==> config.mk <==
export PLATFORM = sky130hd
export DESIGN_NAME = fetch_pair_buffer
export DESIGN_NICKNAME = d
export VERILOG_FILES = /design/src/rtl/fetch_pair_buffer.sv
export SDC_FILE = /design/constraint.sdc
export NUM_CORES = 1
export LEC_CHECK = 0
export BUFFER_PORTS_ARGS = -buffer_cell sky130_fd_sc_hd__buf_2
export CELL_PAD_IN_SITES_DETAIL_PLACEMENT = 0
export CELL_PAD_IN_SITES_GLOBAL_PLACEMENT = 1
export CORE_ASPECT_RATIO = 0.75
export CORE_UTILIZATION = 45
export DETAILED_ROUTE_END_ITERATION = 10
export PLACE_DENSITY = 0.73
export SYNTH_ARGS = -nofsm -noshare
export SYNTH_HDL_FRONTEND = slang
export SYNTH_SLANG_ARGS = --single-unit
==> constraint.sdc <==
create_clock -name clk -period 9.4 [get_ports clk]
set_clock_uncertainty 0.2 [all_clocks]
set_input_delay 1.88 -clock clk [delete_from_list [all_inputs] [get_ports clk]]
set_output_delay 1.88 -clock clk [all_outputs]
set_load 0.01 [all_outputs]
==> src/rtl/fetch_pair_buffer.sv <==
// Circular instruction buffer presenting the two oldest entries as an in-order pair to a dual-issue scheduler.
// Optional sticky overrun_err output enabled by defining FETCH_BUF_OVERRUN_CHECK_EN.
module fetch_pair_buffer #(
  parameter int          DEPTH    = 8,
  parameter logic [31:0] NOP_WORD = 32'h0000_0013
) (
  input  logic                     clk,
  input  logic                     rst,
  input  logic                     fill_valid,
  output logic                     fill_ready,
  input  logic [31:0]              fill_instr,
  input  logic [31:0]              fill_pc,
  input  logic                     flush,
  input  logic [1:0]               issue_count,
  output logic [31:0]              instruction0,
  output logic [31:0]              instruction1,
  output logic [31:0]              pc0,
  output logic                     nothing_filled,
  output logic [$clog2(DEPTH):0]   count
`ifdef FETCH_BUF_OVERRUN_CHECK_EN
  ,
  output logic                     overrun_err
`endif
);

  localparam int AW = $clog2(DEPTH);
  localparam int CW = AW + 1;

  // Each entry holds {pc, instr}.
  logic [63:0]   mem [DEPTH];
  logic [AW-1:0] rd_ptr;
  logic [AW-1:0] wr_ptr;
  logic [AW-1:0] rd_ptr_p1;

  logic          push;
  logic          retire_legal;
  logic [1:0]    n_eff;

  assign fill_ready   = (count != CW'(DEPTH));
  assign push         = fill_valid && fill_ready;
  assign retire_legal = (issue_count != 2'd3) && (CW'(issue_count) <= count);
  assign n_eff        = retire_legal ? issue_count : 2'd0;
  assign rd_ptr_p1    = rd_ptr + AW'(1);

  // NOTE: sequential state uses non-blocking assignments so every register samples pre-edge values.
  always_ff @(posedge clk or posedge rst) begin
    if (rst) begin
      rd_ptr <= '0;
      wr_ptr <= '0;
      count  <= '0;
    end else if (flush) begin
      rd_ptr <= '0;
      wr_ptr <= '0;
      count  <= '0;
    end else begin
      if (push) wr_ptr <= wr_ptr + AW'(1);
      rd_ptr <= rd_ptr + AW'(n_eff);
      count  <= count + CW'(push) - CW'(n_eff);
    end
  end

  // NOTE: the storage array has no reset; count gates every read, so stale contents are never visible.
  always_ff @(posedge clk) begin
    if (push && !flush) mem[wr_ptr] <= {fill_pc, fill_instr};
  end

`ifdef FETCH_BUF_OVERRUN_CHECK_EN
  always_ff @(posedge clk or posedge rst) begin
    if (rst)                         overrun_err <= 1'b0;
    else if (!flush && !retire_legal) overrun_err <= 1'b1;
  end
`endif

  assign instruction0   = (count >= CW'(1)) ? mem[rd_ptr][31:0]    : NOP_WORD;
  assign instruction1   = (count >= CW'(2)) ? mem[rd_ptr_p1][31:0] : NOP_WORD;
  assign pc0            = (count >= CW'(1)) ? mem[rd_ptr][63:32]   : 32'd0;
  assign nothing_filled = (count < CW'(2));

endmodule
Word level (Yosys, flattened, before mapping)
Memory sizes are Yosys's and may differ from the RTL's.
Index checks and enable logic that the tools add are counted.
{"block": "totals", "ff_bits": 10, "mem_bits_rw": 512, "inputBits": 70, "n_memories": 1}
{"name": "mem", "depth": 8, "width": 64, "read_ports": 2, "rd_clocked_by_memory_dff": 0, "write_ports": 1, "line_no": "30", "rtl": "logic [63:0] mem [DEPTH];"}
{"block": "classes", "n_lt_le_gt_ge": 4, "n_eq_ne": 2, "reduce_logical": 5, "n_addsub": 5, "mux": 10}
{"cell": "32-bit 2-to-1 mux", "count": 3}
{"cell": "3-bit 2-to-1 mux", "count": 3}
{"cell": "3-bit by 1-bit adder with 3-bit output (second input constant)", "count": 2}
{"cell": "4-bit by 1-bit adder with 4-bit output", "count": 1}
{"cell": "4-bit by 1-bit >= comparator with 1-bit output (second input constant)", "count": 1}
{"cell": "4-bit by 2-bit >= comparator with 1-bit output (second input constant)", "count": 1}
{"cell": "2-bit by 4-bit less-or-equal comparator with 1-bit output", "count": 1}
{"cell": "4-bit by 2-bit < comparator with 1-bit output (second input constant)", "count": 1}
{"cell": "4-bit 2-to-1 mux", "count": 1}
{"cell": "4-bit inequality test (second input constant)", "count": 1}
{"cell": "4-bit by 2-bit subtractor with 4-bit output", "count": 1}
{"cell": "3-bit by 2-bit adder with 3-bit output", "count": 1}
{"cell": "1-bit logical AND", "count": 3}
{"cell": "1-bit 2-to-1 mux", "count": 2}
{"cell": "2-bit 2-to-1 mux", "count": 1}
{"cell": "2-bit inequality test (second input constant)", "count": 1}
{"cell": "2-bit nonzero test", "count": 1}
{"cell": "1-bit zero test", "count": 1}

Longest topological paths before layout
{"block": "depth", "word_depth": 5, "ltp_mapped": 11, "depth_no_buf": 11}

Least setup slack after synthesis
Ideal clock, no wire load.
{"block": "synth_path", "kind": "input -> register", "startpoint": "input flush", "endpoint": "memory mem[0][0], enable pin", "setup_ps": 666, "stages": 2, "t_required_ps": 8534, "path_slack_ps": -164, "t_arrival_ps": 8698, "cell_sequence": "clkbuf_1 > nor4b_1"}
{"block": "synth_between", "elab_chain_cells": 4}
{"element": "start, declared", "line_no": "13", "rtl": "input logic flush,"}
{"element": "1-bit zero test", "line_no": "64", "rtl": "if (push && !flush) mem[wr_ptr] <= {fill_pc, fill_instr};"}
{"element": "1-bit logical AND", "line_no": "64"}
{"element": "1-bit 2-to-1 mux", "line_no": "64"}
{"element": "1-bit 2-to-1 mux (not written as such)", "line_no": "64"}
{"element": "end, declared", "line_no": "30"}
Every way passes these cells.

Worst setup path after layout
{"block": "layout_path", "startpoint": "register rd_ptr[0]", "endpoint": "output instruction1[21]"}
{"block": "layout_between", "elab_chain_cells": 3}
{"element": "start, declared", "line_no": "31", "rtl": "logic [AW-1:0] rd_ptr;"}
{"element": "start signal, assigned", "line_no": "57", "rtl": "rd_ptr <= rd_ptr + AW'(n_eff);"}
{"element": "3-bit by 1-bit adder with 3-bit output", "line_no": "43", "rtl": "assign rd_ptr_p1 = rd_ptr + AW'(1);"}
{"element": "memory 8 x 64 bit"}
{"element": "32-bit 2-to-1 mux", "line_no": "75", "rtl": "assign instruction1 = (count >= CW'(2)) ? mem[rd_ptr_p1][31:0] : NOP_WORD;"}
{"element": "end, declared", "line_no": "16", "rtl": "output logic [31:0] instruction1,"}
Every way passes these cells.

==> impl_summary.md <==
Die
In this run the horizontal extent of the chip is 260 um. Once the floorplan was initialized, standard cells occupied 45.8% of the core. The vertical die dimension is 196 um. The total die area is 50,800 um^2. The total number of placement rows is 70.

172 I/O pins were placed. The core region area is 49,000 um^2.

Cells and area
The number of nets in the finished design is 1,541. Counting the fill cells in the layout gives 3,981. The share of layout cells above drive strength 1 is 36.2%.

In the layout the commonest cells are 512 x sky130_fd_sc_hd__edfxtp_1, 197 x sky130_fd_sc_hd__mux2_2, 171 x sky130_fd_sc_hd__buf_2, 67 x sky130_fd_sc_hd__nor2b_1, 67 x sky130_fd_sc_hd__o22ai_1. From synthesis to final layout, the design area changed by 13.7%. The most common cell after layout, fill and taps aside is sky130_fd_sc_hd__edfxtp_1. Excluding fillers, the count of instances in the completed layout stands at 2,149.

Timing
For the pin with the worst max-slew slack, the measured transition is 1180 ps. Setup repair after global routing left no endpoint under its margin. The number of setup violations in the final report is 0. For the final routed database, the setup TNS stands at 0 ps. In the finished design, the share of the clock period the worst path needs comes to 70.6%.

The maximum frequency from static timing analysis is 151 MHz. The headroom to the max-slew limit is 21.4%. The number of hold-slack violations in the final timing report is 0. The count of pins over their slew limit was 0. Counting I/O delays and the setup requirement, the final critical path takes 6630 ps.

Drt
The overall routed net length is 52.5 mm. The total vias in the final route is 12,459. The average wire length per cell after detail routing is 24.4 um. The pre-antenna-repair detailed-routing pass consisted of 7 iterations. The DRC violation count after routing is 0. After the first detailed-routing iteration, the DRC count stood at 1,050. The vias per cell is 5.80. The post-detailed-route count of antenna-violating nets is 0.

Synthesis
By area the synthesized netlist is led by sky130_fd_sc_hd__edfxtp_1 68%, sky130_fd_sc_hd__mux2_2 9.9%, sky130_fd_sc_hd__mux4_2 6.4%. The basic-gate share of the synthesized area counting and, or, nand and nor cells is 4.06%. The arithmetic-cell share of the synthesized area counting full adders, half adders and majority gates is 0.846%. After synthesis, the share of cell area in mux cells is 16.3%.

After Yosys synthesis, XOR and XNOR cells account for 0.156% of the synthesized area. The sequential-to-total area share from yosys stat is 69.5%. The leading area contributor after synthesis is sky130_fd_sc_hd__edfxtp_1. During synthesis, Yosys emitted a total of 0 warnings. The synthesized design contains 522 register bits.

The post-synthesis instance total is 1,299. By area, the combinational part of the netlist is dominated by multiplexers. Summing every instance area after synthesis gives 22,500 um^2. After synthesis, the netlist uses 35 different library cells. The share of the synthesized area in the top cell type is 68.4%. The compound-gate portion of the synthesized area is 6.75%. The average instance in the mapped netlist occupies 17.3 um^2.

The net count after synthesis is 1,383.

Critical path
On the worst path, the slowest cell contributes a delay of 960 ps. Walking the worst path, the cells encountered are buf_4 -> buf_4 -> mux4_2 -> a22o_1 -> buf_2. The library cell contributing the largest single delay on the critical path is sky130_fd_sc_hd__dfrtp_4. Along the worst path, the maximum fanout reaches 90. The critical path launch point type is a register. The kind of critical path is reg -> out. Data on the critical path is required at its endpoint by 7320 ps. The most numerous cell type found on the critical path is sky130_fd_sc_hd__buf_4. The signal arrival time at the worst endpoint is 4550 ps. The worst setup path is captured at an output port.

CTS
The number of cells upsized or downsized after cts is 0. The clock tree from TritonCTS is done. The clock sink count is 522. The longest clock path from root to sink contains 3 buffers. Post-CTS timing repair inserted 0 buffers for setup. In this run, post-CTS hold repair placed 0 buffers. The number of CTS-inserted buffers is 51.

The clock transition at the registers of the reported paths is 60 ps. The latest clock arrival within the worst-skew pair is 590 ps. In this run the clock root is driven by a sky130_fd_sc_hd__clkbuf_16. The depth of the CTS H-tree is 2.

Power
The cell-internal power is 0.00461 W. Sequential cells account for 40.2% of the total power. VDD sags by at most 0.000201 V. Of the total power, the clock network draws 29.7%. In this run the power density over the cells is 262 nW/um^2. For this design the static power due to leakage is 8.36 nW. The reported net switching power is 0.00208 W. The overall power consumption is 0.00668 W.

Combinational logic burns 30.1% of the power. Of the total power, the share spent switching nets is 31.1%.

Global routing
The global-route wire length before repair is 78.5 mm. The number of global-route vias before repair is 12,435. The number of antenna violations at the first check in global routing is 8.

Global routing consumed, over all layers together, 20.9% of the routing resources. Entering global routing, the biggest net connects 91 pins. The total global routing overflow is 0.

Placed design
The wire-length estimate of the detail-placed layout is 28.6 mm. The number of buffer cells added on primary ports is 171. Routability-driven placement finished with a final weighted congestion of 0.724. In this run, placement finished with an instance count of 2,052.

Worst hold path
The path class of the lowest-slack min-delay path is reg -> reg.

Outcome
The run finished with clean final reports.

Flow run
Across the run, the number of max-cap violations was 0.
metrics by stage:
| stage | util, % | area, um^2 | hold WS (ps) | worst slack (ps) |
|---|---|---|---|---|
| final | 52.1 | 25500 | 475 | 2770 |
| after floorplan | - | 22500 | 393 | 297 |
| after CTS | 52.1 | 25500 | 470 | 2690 |
| after global routing | 52.1 | 25500 | 520 | 2290 |
| after global placement | 48.8 | 23900 | 462 | 3380 |
| after detailed placement | 48.8 | 23900 | 459 | 3310 |
registers in the layout, summed over array words and instances, names as in the netlist:
name and flops:
count 4, rd_ptr 3, mem 512, wr_ptr 3
cell usage after synthesis (all sizes together):
master / count
a211oi: 61
a21o: 1
a21oi: 3
a22o: 29
buf: 58
clkbuf: 33
dfrtp: 10
edfxtp: 512
fa: 2
ha: 12
inv: 12
mux2: 197
mux4: 64
nand2: 6
nand2b: 5
nand3: 3
nand4b: 1
nor2: 11
nor2b: 67
nor3: 62
nor3b: 2
nor4: 3
nor4b: 1
o211ai: 1
o21ai: 66
o22a: 3
o22ai: 67
or2: 1
or3: 1
or3b: 1
xnor2: 2
xor2: 2
metal layers:
metal | vias to the layer above | share of wire [%] | track usage, %
met2 | 366 | 46 | 32.6
met1 | 6407 | 45 | 30.0
met4 | 8 | 1.7 | 5.21
li1 | 5602 | - | -
met5 | - | 0.091 | 0
met3 | 76 | 6.8 | 4.21
layout make-up:
class	count	area (um^2)	share of cell area [%]
well taps	648	811	3.17
multi-input cells	674	6400	25.1
clock inverters	33	290	1.14
inverters	12	45.0	0.176
diodes	2	5.00	0.0196
clock buffers	62	1320	5.16
repair buffers	196	1040	4.09
flip-flops and latches	522	15600	61.2
worst paths after layout:
path,slack (ps),to,startpoint,cells past startpoint
setup / recovery,2770,instruction1[21],rd_ptr[0],5
hold / removal,480,wr_ptr[1],wr_ptr[1],2
setup reg to reg,5770,mem[7][37],count[2],7
hold reg to reg,480,wr_ptr[1],wr_ptr[1],2
max in group asynchronous,7530,rd_ptr[0],rst,2
min in group asynchronous,1100,wr_ptr[2],rst,2
critical path, delay by kind of cell (launching register included):
family	cells	cell delay, ps
buffers and inverters	3	2040
AOI/OAI and AO/OA	1	220
DFF	1	960
muxes	1	610
cells by family after synthesis:
family	count (synthesis)
flops	522
mux	261
compound gates	231
simple gates	164
buf+inv	103
fa+ha+maj	14
xor+xnor	4
power by group through the flow:
stage / sequential (W) / clock [W] / combinational (W)
3_5_place_dp: 0.00274 / 0 / 0.00203
4_1_cts: 0.00269 / 0.00203 / 0.00204
6_report: 0.00269 / 0.00199 / 0.00201
3_3_place_gp: 0.00274 / 0 / 0.00201
5_1_grt: 0.00270 / 0.00212 / 0.00218
2_1_floorplan: 0.00271 / 0 / 0.00134
No activity file was read; power rests on OpenSTA's default activity.
